`src/rtl/dmem_arb_pkg.sv`:
```
// ============================================================================
// dmem_arb_pkg : shared types and constants for the data-memory arbiter
// Rev 1.0
// ============================================================================
`timescale 1ns/1ps
`default_nettype none

package dmem_arb_pkg;

  typedef enum logic [1:0] {
    IDLE   = 2'd0,
    ACCESS = 2'd1,
    RESP   = 2'd2
  } state_t;

  localparam logic M0 = 1'b0;
  localparam logic M1 = 1'b1;

endpackage

`default_nettype wire

```
`src/rtl/rr_pick2.sv`:
```
// ============================================================================
// rr_pick2 : two-way winner picker, round-robin or fixed priority (m0 highest)
// Rev 1.0
// ============================================================================
`timescale 1ns/1ps
`default_nettype none

module rr_pick2 #(
  parameter int FIXED_PRI = 0
) (
  input  logic [1:0] req,
  input  logic       last,
  output logic       win
);
  import dmem_arb_pkg::*;

  generate
    if (FIXED_PRI != 0) begin : g_fixed
      assign win = req[0] ? M0 : M1;
    end else begin : g_rr
      // On a tie the master that was not granted last goes next.
      assign win = (req == 2'b11) ? ~last : (req[0] ? M0 : M1);
    end
  endgenerate

endmodule

`default_nettype wire

```
`src/rtl/dmem_arbiter.sv`:
```
// ============================================================================
// dmem_arbiter : two-master arbiter in front of a single-port data memory
// Rev 1.0
// ============================================================================
`timescale 1ns/1ps
`default_nettype none

module dmem_arbiter #(
  parameter int ADDR_W    = 32,
  parameter int DATA_W    = 32,
  parameter int FIXED_PRI = 0
) (
  input  logic              clk,
  input  logic              reset,
  input  logic              m0_req,
  input  logic              m0_we,
  input  logic [ADDR_W-1:0] m0_addr,
  input  logic [DATA_W-1:0] m0_wdata,
  output logic              m0_gnt,
  output logic              m0_rvalid,
  output logic [DATA_W-1:0] m0_rdata,
  input  logic              m1_req,
  input  logic              m1_we,
  input  logic [ADDR_W-1:0] m1_addr,
  input  logic [DATA_W-1:0] m1_wdata,
  output logic              m1_gnt,
  output logic              m1_rvalid,
  output logic [DATA_W-1:0] m1_rdata,
  output logic [ADDR_W-1:0] mem_addr,
  output logic [DATA_W-1:0] mem_wdata,
  output logic              mem_read,
  output logic              mem_write,
  input  logic [DATA_W-1:0] mem_rdata,
  output logic              busy
);
  import dmem_arb_pkg::*;

  state_t              state;
  state_t              state_nxt;
  logic [1:0]          req_vec;
  logic                win;
  logic                win_q;
  logic                last;
  logic                lat_we;
  logic [ADDR_W-1:0]   lat_addr;
  logic [DATA_W-1:0]   lat_wdata;
  logic [DATA_W-1:0]   rdata0_q;
  logic [DATA_W-1:0]   rdata1_q;
  logic                take;

  assign req_vec = {m1_req, m0_req};
  assign take    = (state == IDLE) && (req_vec != 2'b00);

  rr_pick2 #(
    .FIXED_PRI (FIXED_PRI)
  ) u_pick (
    .req  (req_vec),
    .last (last),
    .win  (win)
  );

  always_ff @(posedge clk or negedge reset) begin
    if (!reset) begin
      state <= IDLE;
    end else begin
      state <= state_nxt;
    end
  end

  always_comb begin
    state_nxt = state;
    m0_gnt    = 1'b0;
    m1_gnt    = 1'b0;
    m0_rvalid = 1'b0;
    m1_rvalid = 1'b0;
    mem_read  = 1'b0;
    mem_write = 1'b0;
    case (state)
      IDLE: begin
        if (req_vec != 2'b00) state_nxt = ACCESS;
      end
      ACCESS: begin
        mem_write = lat_we;
        mem_read  = ~lat_we;
        m0_gnt    = (win_q == M0);
        m1_gnt    = (win_q == M1);
        state_nxt = lat_we ? IDLE : RESP;
      end
      RESP: begin
        m0_rvalid = (win_q == M0);
        m1_rvalid = (win_q == M1);
        state_nxt = IDLE;
      end
      default: state_nxt = IDLE;
    endcase
  end

  // Request latch; the pointer moves only when an access is actually started.
  always_ff @(posedge clk or negedge reset) begin
    if (!reset) begin
      last      <= M1;
      win_q     <= M0;
      lat_we    <= 1'b0;
      lat_addr  <= '0;
      lat_wdata <= '0;
    end else if (take) begin
      last      <= win;
      win_q     <= win;
      lat_we    <= (win == M1) ? m1_we    : m0_we;
      lat_addr  <= (win == M1) ? m1_addr  : m0_addr;
      lat_wdata <= (win == M1) ? m1_wdata : m0_wdata;
    end
  end

  always_ff @(posedge clk or negedge reset) begin
    if (!reset) begin
      rdata0_q <= '0;
      rdata1_q <= '0;
    end else if ((state == ACCESS) && !lat_we) begin
      if (win_q == M0) begin
        rdata0_q <= mem_rdata;
      end else begin
        rdata1_q <= mem_rdata;
      end
    end
  end

  // The latch only changes on entry to ACCESS, so it doubles as the held bus value.
  assign mem_addr  = lat_addr;
  assign mem_wdata = lat_wdata;
  assign m0_rdata  = rdata0_q;
  assign m1_rdata  = rdata1_q;
  assign busy      = (state != IDLE);

endmodule

`default_nettype wire

```
`config.mk`:
```
export PLATFORM = sky130hd
export DESIGN_NAME = dmem_arbiter
export DESIGN_NICKNAME = d
export VERILOG_FILES = /design/src/rtl/dmem_arb_pkg.sv /design/src/rtl/rr_pick2.sv /design/src/rtl/dmem_arbiter.sv
export SDC_FILE = /design/constraint.sdc
export NUM_CORES = 1
export LEC_CHECK = 0
export BUFFER_PORTS_ARGS = -buffer_cell sky130_fd_sc_hd__buf_2
export CORE_MARGIN = 8
export CORE_UTILIZATION = 45
export DETAILED_ROUTE_END_ITERATION = 8
export GPL_TIMING_DRIVEN = 0
export HOLD_SLACK_MARGIN = 0.06
export PLACE_DENSITY_LB_ADDON = 0.2
export SYNTH_ARGS = -nofsm -noshare
export SYNTH_HDL_FRONTEND = slang
export SYNTH_SLANG_ARGS = --single-unit
```
`constraint.sdc`:
```
create_clock -name clk -period 2.03 [get_ports clk]
set_input_delay 0.406 -clock clk [delete_from_list [all_inputs] [get_ports clk]]
set_output_delay 0.406 -clock clk [all_outputs]
set_load 0.005 [all_outputs]
```
## Word-level counts from Yosys, hierarchy flattened

Index checks and enable logic that the tools add are counted.

| word-level totals | value |
|---|---|
| input port bits | 166 |
| output and inout bits | 135 |
| word-level logic and storage cells | 37 |
| flip-flop bits (word level) | 133 |

| cells by class | value |
|---|---|
| equal/unequal tests | 4 |
| multiplexer cells | 14 |
| bitwise operators | 3 |
| reductions and logical operators | 8 |

Operators with widths:

| kind | count |
|---|---|
| $mux W32 | 2 |
| $mux W1 | 9 |
| $eq A2 B2 Y1 const B | 2 |
| $mux W2 | 2 |
| $pmux W2 S2 | 1 |
| $reduce_and A2 Y1 | 2 |
| $reduce_bool A2 Y1 | 2 |
| $not A1 Y1 | 3 |
| $eq A2 B1 Y1 const B | 1 |
| $logic_and A1 B1 Y1 | 2 |
| $logic_not A2 Y1 | 1 |
| $ne A2 B1 Y1 const B | 1 |
| $logic_not A1 Y1 | 1 |

## Longest topological paths before layout

Gate-level depths: netlist of run 1.

| depth | value |
|---|---|
| depth after elaboration | 3 |
| mapped depth | 6 |

## Modules after synthesis

From an unflattened synthesis of run 1, not the netlist that was laid out.

| second synthesis, totals | value |
|---|---|
| cells, all modules | 366 |
| area total of the unflattened synthesis | 5895.7 um^2 |

Modules (own cells, without submodules):

| module | seq. area each (um^2) | area each (um^2) | cells an instance | times used |
|---|---|---|---|---|
| dmem_arbiter | 3329.4 | 5883.1 | 364 | 1 |
| rr_pick2 | 0.0 | 12.5 | 2 | 1 |

## Worst setup path after synthesis of run 1

No wires, ideal clock.

| path | value |
|---|---|
| kind | reg2reg |
| start point | reg state[1] |
| end point | reg rdata1_q[10], in the netlist m1_rdata[10] |
| stages on the path, launching flop included | 6 |
| data arrival time | 1359 ps |
| period minus slack after synthesis | 1485 ps |
| slack | 545 ps |
| cells stage by stage | dfrtp_1 nor3b_2 and2_1 buf_6 buf_12 mux2_4 |

| on the way | value |
|---|---|
| cells in the longest elaborated chain, start to end | 3 |

RTL lines:

| what | line | source |
|---|---|---|
| start: declaration | dmem_arbiter.sv:38 | `state_t state;` |
| start signal: assignment | dmem_arbiter.sv:66 | `state <= state_nxt;` |
| $eq A2 B1 Y1 | dmem_arbiter.sv:119 | `end else if ((state == ACCESS) && !lat_we) begin` |
| $logic_and A1 B1 Y1 | dmem_arbiter.sv:119 |  |
| $reduce_and A2 Y1 (no line) | -- |  |
| end signal: assignment | dmem_arbiter.sv:123 | `rdata1_q <= mem_rdata;` |
| end: declaration | dmem_arbiter.sv:48 | `logic [DATA_W-1:0] rdata1_q;` |

Every way passes these cells.
A chain may end at the register's enable or synchronous reset.

## Worst setup path after layout of run 1

| path | value |
|---|---|
| start point | reg state[1] |
| end point | out busy |

| on the way | value |
|---|---|
| cells in the longest elaborated chain, start to end | 1 |

RTL lines:

| what | line | source |
|---|---|---|
| $reduce_bool A2 Y1 | dmem_arbiter.sv:133 | `assign busy = (state != IDLE);` |
| end: declaration | dmem_arbiter.sv:34 | `output logic busy` |

Every way passes these cells.

==> results of run 1 <==
-- cells in the final DEF, fill, tap and decap left out, drive strengths merged, types with 3 or more instances in the layout --
| cell | count |
|---|---|
| buf | 326 |
| dfrtp | 132 |
| nand3 | 66 |
| o21ai | 65 |
| a21oi | 65 |
| a31oi | 65 |
| mux2 | 64 |
| clkbuf | 49 |
| clkinv | 8 |
| nor3b | 4 |
| inv | 4 |
| and3b | 3 |
-- metal layers --
layer / vias to the layer above / track usage (%) / share of wire (%)
li1: 2614 / - / -
met1: 2743 / 27.0 / 40
met2: 279 / 38.7 / 49
met3: 48 / 8.71 / 8.1
met4: 4 / 9.84 / 2.6
met5: - / 0 / 0.087
-- cell usage after synthesis, types with 2 or more instances --
cell	count	area (um^2)
dfrtp_1	132	3300
nand3_1	66	330
a21oi_1	65	325
a31oi_1	65	407
o21ai_0	65	325
mux2_4	60	901
clkbuf_1	32	120
buf_2	12	60.1
buf_12	6	120
buf_6	5	56.3
mux2_2	4	45.0
and3b_1	3	26.3
buf_1	3	11.3
nor3b_1	3	22.5
and2_1	2	12.5
o21a_1	2	15.0
-- path summary, 6_finish.rpt --
check / endpoint / slack (ns) / cells after the start
min in group asynchronous: m0_rdata[26]$_DFFE_PN0P_ / 0.52 / 2
setup reg to reg: win_q$_DFFE_PN0P_ / 0.19 / 5
hold / removal: m0_rdata[16]$_DFFE_PN0P_ / 0.23 / 2
max in group asynchronous: last$_DFFE_PN1P_ / 0.72 / 3
hold reg to reg: m0_rdata[30]$_DFFE_PN0P_ / 0.51 / 1
setup / recovery: busy / 0.13 / 4
-- flip-flops by register name (all words and copies together), names as in the netlist --
| register | flops |
|---|---|
| last | 1 |
| lat_we | 1 |
| m0_rdata | 32 |
| m1_rdata | 32 |
| mem_addr | 32 |
| mem_wdata | 32 |
| state | 2 |
| win_q | 1 |
-- logic make-up after synthesis --
family | count (synthesis) | synth area share (%)
and+or+nand+nor | 80 | 7.05
buffers and inverters | 60 | 6.10
DFF | 133 | 54.1
muxes | 64 | 15.4
AOI/OAI and AO/OA | 197 | 17.4
-- metrics by stage --
stage	cell area, um^2	setup WS (ns)	util [%]	instances	TNS (ns)
floorplan	6160	0.545	-	534	0
global placement	7880	-1.16	59.3	1010	-152.01
detailed placement	7910	0.0750	59.5	1011	0
CTS	8490	0.0356	63.9	1042	0
global route	8490	0.0354	63.9	1042	0
finish	8500	0.131	63.9	1043	0
-- power by group through the flow --
stage          combinational [mW]  sequential [mW]  clock [mW]
2_1_floorplan                3.18             4.88           0
3_3_place_gp                 5.64             4.79           0
3_5_place_dp                 5.79             4.84           0
4_1_cts                      5.81             4.85        2.99
5_1_grt                      6.30             5.02        3.11
6_report                     5.72             4.86        2.94
-- worst max-delay path, delay by kind of cell, from the launching register on --
kind	cells	cell delay [ns]
simple gates	1	0.21
flops	1	0.46
buf+inv	3	0.40
-- timing repair --
action | CTS | global route
setup endpoints to repair | 1 | 1
hold buffers | 1 | 0
endpoints found under the hold margin | 56 | 0
gates resized for setup | 3 | 1
-- cell type report --
class / count / area (um^2)
Antenna cell: 1 / 2.50
Sequential cell: 133 / 3330
Fill cell: 1104 / 4800
Clock inverter: 14 / 136
Clock buffer: 17 / 425
Tap cell: 176 / 220
Multi-Input combinational cell: 341 / 2460
Inverter: 2 / 7.51
Timing Repair Buffer: 302 / 1550
Buffer: 57 / 369
==> summary.md, run 1 <==
| Metric | Value |
|---|---|
| GPL Wtd Cong | 0.852 |
| Crit. End Element | primary output |
| Slowest stage cell, crit path | dfrtp_1 |
| Clk_lat worst skew | 0.42 ns |
| Die Ht | 133 um |
| WP data arrival | 1.49 ns |
| Layout cells sized above 1 | 48.7% |
| Clk buf depth | 2 |
| Core area | 13300 um^2 |
| Final Critical Period | 1.90 ns |
| CP max stage delay | 0.46 ns |
| Fin nets | 1020 |
| Syn avg cell area | 11.5 um^2 |
| Post-synthesis sequential area ratio | 54.1% |
| Starting DRT DRC Count | 345 |
| Pwr/cell area | 1590 nW/um^2 |
| Crit Path Category | flop to primary output |
| Largest net degree at the start of global routing | 78 |
| Hold WS | 0.232 ns |
| Vias/cell | 5.45 |
| Worst Hold Class | input pin to flop |
| DR DRC count | 0 |
| Crit share post-route | 93.5% |
| Synth warnings | 0 |
| Total power | 13.5 mW |
| Crit path required time | 1.62 ns |
| Antenna-violating nets left | 0 |
| Int Pwr | 8.85 mW |
| Htree depth | 4 |
| Syn_nets | 700 |
| Antenna violations before repair | 2 |
| Worst-Margin Slew | 0.565 ns |
| Combinational share of power | 42.3% |
| First-pass DRT Iterations | 5 |
| Number of global-route vias before repair | 6201 |
| Synth Instances | 534 |
| Synth unique cells | 25 |
| Max Transition Viols Final | 0 |
| Die W | 133 um |
| Port Buffers | 300 |
| Max Clk Rate | 527 MHz |
| Post-Syn Area | 6160 um^2 |
| Sw frac | 34.5% |
| Worst slew margin | 62.3% |
| Clk sinks | 133 |
| Core Rows | 42 |
| Hold Startpoint | mem_rdata[16] |
| Reg2reg start | last$_DFFE_PN1P_ |
| Fraction of registers with async set/reset | 100% |
| Worst Setup SP | state[1]$_DFFE_PN0P_ |
| Peak VDD IR | 0.604 mV |
| Global Route Usage Sum | 23.5% |
| Hpwl dp | 16100 um |
| GRT overflow | 0 |
| Initial Utilization | 46.3% |
| Final WL | 20800 um |
| Final-report setup violation count | 0 |
| Top_reg_cell synth | dfrtp_1 |
| RSZ-0062 raised after global routing | no |
| Crit path max fanout | 19 |
| Net Sw Power | 4.67 mW |
| Clk slew on worst S/H paths | 0.06 ns |
| Max-cap viol count | 0 |
| First-pass GRT wire length | 33300 um |
| Post-synth EDFFs | 0 |
| Hold Vio Cnt, Final | 0 |
| Worst path cell trace | nor2_4, buf_6, inv_1, buf_2 |
| Leakage | 4.05 nW |
| Max Clock Skew | 0.00893 ns |
| Clock share of power | 21.7% |
| DR WL/cell | 19.9 um |
| Root Driver | clkbuf_16 |
| Status | complete, no violations |
| I/O pin count | 301 |
| CTS Buf Count | 17 |
| Sequential fraction of design power | 36.0% |
| Via Count | 5688 |
| CP Launch Type | flop |
| Area growth, synth to finish | 38.0% |
| Number of synthesized register bits | 133 |
| Post-CTS setup buffer count | 0 |
| Die area | 17700 um^2 |
| TritonCTS clock tree | built |
(Power assumes the default switching activity.)
==> inputs of run 2 (changes only) <==
--- a/config.mk
+++ b/config.mk
@@ -7,11 +7,11 @@
 export LEC_CHECK = 0
 export BUFFER_PORTS_ARGS = -buffer_cell sky130_fd_sc_hd__buf_2
 export CORE_MARGIN = 8
-export CORE_UTILIZATION = 45
+export CORE_UTILIZATION = 46
 export DETAILED_ROUTE_END_ITERATION = 8
 export GPL_TIMING_DRIVEN = 0
 export HOLD_SLACK_MARGIN = 0.06
-export PLACE_DENSITY_LB_ADDON = 0.2
+export PLACE_DENSITY = 0.8
 export SYNTH_ARGS = -nofsm -noshare
 export SYNTH_HDL_FRONTEND = slang
 export SYNTH_SLANG_ARGS = --single-unit
==> summary.md, run 2 (synthesized netlist as in run 1, its figures left out) <==
| Metric | Value |
|---|---|
| Status | complete, no violations |
| TritonCTS clock tree | built |
| Hpwl dp | 15900 um |
| First-pass DRT Iterations | 7 |
| Register area | 3330 um^2 |
| DR DRC count | 0 |
| Worst slew margin | 59.8% |
| Vias/cell | 5.55 |
| RSZ-0062 raised after global routing | no |
| Htree depth | 4 |
| Pwr/cell area | 1630 nW/um^2 |
| Max Transition Viols Final | 0 |
| Max-cap viol count | 0 |
| Root Driver | clkbuf_16 |
| Antenna Cells | 0 |
| Hold WS | 0.247 ns |
| Antenna-violating nets left | 0 |
| Core Rows | 42 |
| Area growth, synth to finish | 39.7% |
| GPL Wtd Cong | 0.820 |
| Layout filler cell count | 1094 |
| WP data arrival | 1.53 ns |
| CTS Buf Count | 17 |
| CP Launch Type | flop |
| DR WL/cell | 20.8 um |
| Max Clk Rate | 517 MHz |
| Dpl cell area | 7910 um^2 |
| Final core occ | 65.5% |
| Crit. End Element | primary output |
| Core area | 13100 um^2 |
| Crit share post-route | 95.2% |
| Crit Path Category | flop to primary output |
| Commonest non-fill, non-tap cell in the layout | buf_2 |
| Final Cell Area | 8600 um^2 |
| Crit path max fanout | 10 |
| Multi-input gate area | 2460 um^2 |
| Worst-Margin Slew | 0.602 ns |
| GRT overflow | 0 |
| Final Critical Period | 1.93 ns |
| Leakage | 4.09 nW |
| Most frequent cells in the layout | 309 x buf_2, 130 x dfrtp_1, 66 x nand3_1 |
| Starting DRT DRC Count | 532 |
| Clk_lat worst skew | 0.41 ns |
| Final-report setup violation count | 0 |
| Crit path required time | 1.62 ns |
| Die W | 132 um |
| Initial Utilization | 46.9% |
| Final WL | 21800 um |
| Clk buf depth | 2 |
| Global Route Usage Sum | 24.7% |
| Antenna violations before repair | 2 |
| First-pass GRT wire length | 34000 um |
| Largest net degree at the start of global routing | 72 |
| Clk sinks | 133 |
| Die area | 17300 um^2 |
| I/O pin count | 301 |
| Hold Vio Cnt, Final | 0 |
| Clk slew on worst S/H paths | 0.06 ns |
| Peak VDD IR | 0.606 mV |
| Die Ht | 132 um |
| Number of global-route vias before repair | 6017 |
| Worst Hold Class | input pin to flop |
| Max Clock Skew | 0.00762 ns |
| Fin nets | 1023 |
| Port Buffers | 300 |
| Via Count | 5808 |
| Layout cells sized above 1 | 49.2% |
[run 2: final cells by class]
| cell class | instances | share of cell area, % |
|---|---|---|
| flip-flops and latches | 133 | 38.7 |
| multi-input cells | 341 | 28.6 |
| repair buffers | 304 | 18.1 |
| clock buffers | 20 | 5.43 |
| plain buffers | 58 | 4.42 |
| well taps | 176 | 2.56 |
| clock inverters | 12 | 2.04 |
| inverters | 2 | 0.0873 |
[run 2: power breakdown]
| group | internal [mW] | switching [mW] |
|---|---|---|
| Clock | 2.15 | 1.15 |
| Combinational | 3.08 | 2.76 |
| Sequential | 4.04 | 0.866 |
[run 2: stage by stage]
stage | power (mW) | setup TNS (ns) | setup slack, ns | instances
3_5_place_dp | 10.6 | 0 | 0.0552 | 1011
5_1_grt | 14.9 | 0 | 0.00926 | 1046
3_3_place_gp | 10.4 | -158.53 | -1.21 | 1010
6_report | 14.1 | 0 | 0.0972 | 1046
2_1_floorplan | 8.06 | 0 | 0.545 | 534
4_1_cts | 14.1 | 0 | 0.0190 | 1044
[run 2: timing repair]
action / CTS / global route
hold buffers: 1 / 0
hold endpoints to repair: 61 / 0
setup endpoints to repair: 1 / 1
setup buffers: 0 / 2
pin swaps: 0 / 1
gates resized for setup: 7 / 1
[run 2: path summary, 6_finish.rpt]
path | startpoint | endpoint | slack [ns] | depth (start not counted)
min in group asynchronous | reset | m0_rdata[12]$_DFFE_PN0P_ | 0.54 | 2
worst min register to register | m0_rdata[30]$_DFFE_PN0P_ | m0_rdata[30]$_DFFE_PN0P_ | 0.50 | 1
worst max register to register | last$_DFFE_PN1P_ | win_q$_DFFE_PN0P_ | 0.16 | 5
worst min-delay path | mem_rdata[14] | m1_rdata[14]$_DFFE_PN0P_ | 0.25 | 2
worst max-delay path | state[0]$_DFFE_PN0P_ | busy | 0.1 | 5
max in group asynchronous | reset | mem_wdata[30]$_DFFE_PN0P_ | 0.74 | 3
[run 2: worst max-delay path: stages, from the launching register on]
cell     delay [ns]
dfrtp_2        0.45
nor2_4         0.15
buf_6          0.17
buf_6          0.16
inv_1          0.06
buf_2          0.12
[run 2: routing by layer]
layer | GRT usage, % | vias up | part of all wire (%)
met5 | 0 | - | 0.10
met4 | 7.59 | 4 | 1.7
met3 | 9.38 | 38 | 9.3
met2 | 43.1 | 311 | 51
met1 | 27.5 | 2838 | 38
li1 | - | 2617 | -
==> inputs of run 3 (changes only) <==
--- a/config.mk
+++ b/config.mk
@@ -5,6 +5,7 @@
 export SDC_FILE = /design/constraint.sdc
 export NUM_CORES = 1
 export LEC_CHECK = 0
+export ABC_CLOCK_PERIOD_IN_PS = 2029
 export BUFFER_PORTS_ARGS = -buffer_cell sky130_fd_sc_hd__buf_2
 export CORE_MARGIN = 8
 export CORE_UTILIZATION = 46
@@ -12,6 +13,7 @@
 export GPL_TIMING_DRIVEN = 0
 export HOLD_SLACK_MARGIN = 0.06
 export PLACE_DENSITY = 0.8
+export REMOVE_ABC_BUFFERS = 1
 export SYNTH_ARGS = -nofsm -noshare
 export SYNTH_HDL_FRONTEND = slang
 export SYNTH_SLANG_ARGS = --single-unit
==> summary.md, run 3 (synthesized netlist as in run 1, its figures left out) <==
| Metric | Value |
|---|---|
| Clk buf depth | 2 |
| Root Driver | clkbuf_16 |
| Die W | 132 um |
| Clk sinks | 133 |
| Worst slew margin | 33.6% |
| CP Launch Type | flop |
| Commonest non-fill, non-tap cell in the layout | buf_2 |
| Final Cell Area | 8360 um^2 |
| Worst-Margin Slew | 0.994 ns |
| Core Rows | 42 |
| Pwr/cell area | 1640 nW/um^2 |
| Hold Vio Cnt, Final | 0 |
| Fin cells | 998 |
| Antenna violations before repair | 5 |
| Crit Path Category | flop to flop |
| Number of global-route vias before repair | 5682 |
| Most frequent cells in the layout | 298 x buf_2, 131 x dfrtp_1, 66 x nand3_1 |
| Crit. End Element | flop |
| Worst Hold Class | input pin to flop |
| Layout cells sized above 1 | 51.0% |
| Initial Utilization | 46.9% |
| Peak VDD IR | 0.644 mV |
| Htree depth | 4 |
| Global Route Usage Sum | 24.3% |
| Hpwl dp | 14600 um |
| Largest net degree at the start of global routing | 71 |
| Setup TNS | 0 ns |
| Max-cap viol count | 0 |
| Max Clk Rate | 526 MHz |
| First-pass DRT Iterations | 5 |
| Crit path required time | 2.32 ns |
| GR met2 Demand/Resource | 39.0% |
| RSZ-0062 raised after global routing | no |
| Clk_lat worst skew | 0.41 ns |
| Clk slew on worst S/H paths | 0.06 ns |
| CTS Buf Count | 17 |
| Final WL | 21200 um |
| Crit share post-route | 93.7% |
| Fin nets | 973 |
| Via Count | 5525 |
| Max Transition Viols Final | 0 |
| Die Ht | 132 um |
| R2R setup slack | 0.13 ns |
| WP data arrival | 2.19 ns |
| I/O pin count | 301 |
| DR DRC count | 0 |
| Leakage | 3.98 nW |
| Routing usage on met3 | 10.9% |
| Vias/cell | 5.54 |
| GPL Wtd Cong | 0.783 |
| Dpl cells | 960 |
| Max Clock Skew | 0.00565 ns |
| DR WL/cell | 21.2 um |
| Crit path max fanout | 26 |
| Port Buffers | 300 |
| Global Route met1 Usage | 27.5% |
| Starting DRT DRC Count | 406 |
| Core area | 13100 um^2 |
| Antenna-violating nets left | 0 |
| Most used routing layer | met2 |
| Die area | 17300 um^2 |
| Dpl cell area | 7710 um^2 |
| Status | complete, no violations |
| GRT overflow | 0 |
| Area growth, synth to finish | 35.8% |
| Final-report setup violation count | 0 |
| Final Critical Period | 1.90 ns |
| First-pass GRT wire length | 33100 um |
| TritonCTS clock tree | built |
run 3: final timing paths:
check | end | cells after the start | startpoint
hold reg to reg | m0_rdata[2]$_DFFE_PN0P_ | 1 | m0_rdata[2]$_DFFE_PN0P_
hold / removal | m1_rdata[30]$_DFFE_PN0P_ | 2 | mem_rdata[30]
setup reg to reg | m0_rdata[0]$_DFFE_PN0P_ | 4 | state[1]$_DFFE_PN0P_
setup / recovery | m0_rdata[0]$_DFFE_PN0P_ | 4 | state[1]$_DFFE_PN0P_
max in group asynchronous | last$_DFFE_PN1P_ | 3 | reset
min in group asynchronous | m1_rdata[1]$_DFFE_PN0P_ | 2 | reset
run 3: worst max-delay path: stages (launching register included):
cell and delay [ns]:
dfrtp_1 0.54, nor3b_2 0.25, and2b_2 0.34, buf_12 0.26, mux2_2 0.36
run 3: routing by layer:
| metal | wire length, um | vias to the layer above |
|---|---|---|
| li1 | - | 2531 |
| met1 | 8090 | 2639 |
| met2 | 10200 | 304 |
| met3 | 2220 | 45 |
| met4 | 637 | 6 |
| met5 | 34 | - |
run 3: cell type report:
type	count	area, um^2
Inverter	2	7.51
Antenna cell	2	5.00
Clock inverter	13	156
Clock buffer	19	453
Tap cell	176	220
Fill cell	1083	4770
Sequential cell	133	3330
Timing Repair Buffer	311	1710
Multi-Input combinational cell	342	2480
run 3: repair_timing:
action | CTS | global route
setup endpoints to repair | 69 | 47
hold buffers | 1 | 0
gates resized for setup | 3 | 2
setup buffers | 2 | 0
endpoints found under the hold margin | 63 | 0
pin swaps | 1 | 0
gates cloned | 1 | 0
run 3: per-stage QoR:
stage          utilization, %  power, mW  setup slack (ns)  hold slack, ns
2_1_floorplan               -       7.64             -2.18           0.110
3_3_place_gp             57.2       9.54             -4.38           0.485
3_5_place_dp             58.7       10.5             -1.18           0.421
4_1_cts                  63.6       13.8            0.0415           0.221
5_1_grt                  63.7       14.5            0.0420           0.224
6_report                 63.7       13.7             0.129           0.243
run 3: report_power, final:
| part | switching (mW) | internal (mW) |
|---|---|---|
| sequential | 0.833 | 4.03 |
| clock | 1.15 | 1.99 |
| combinational | 2.75 | 2.93 |
| total | 4.73 | 8.95 |
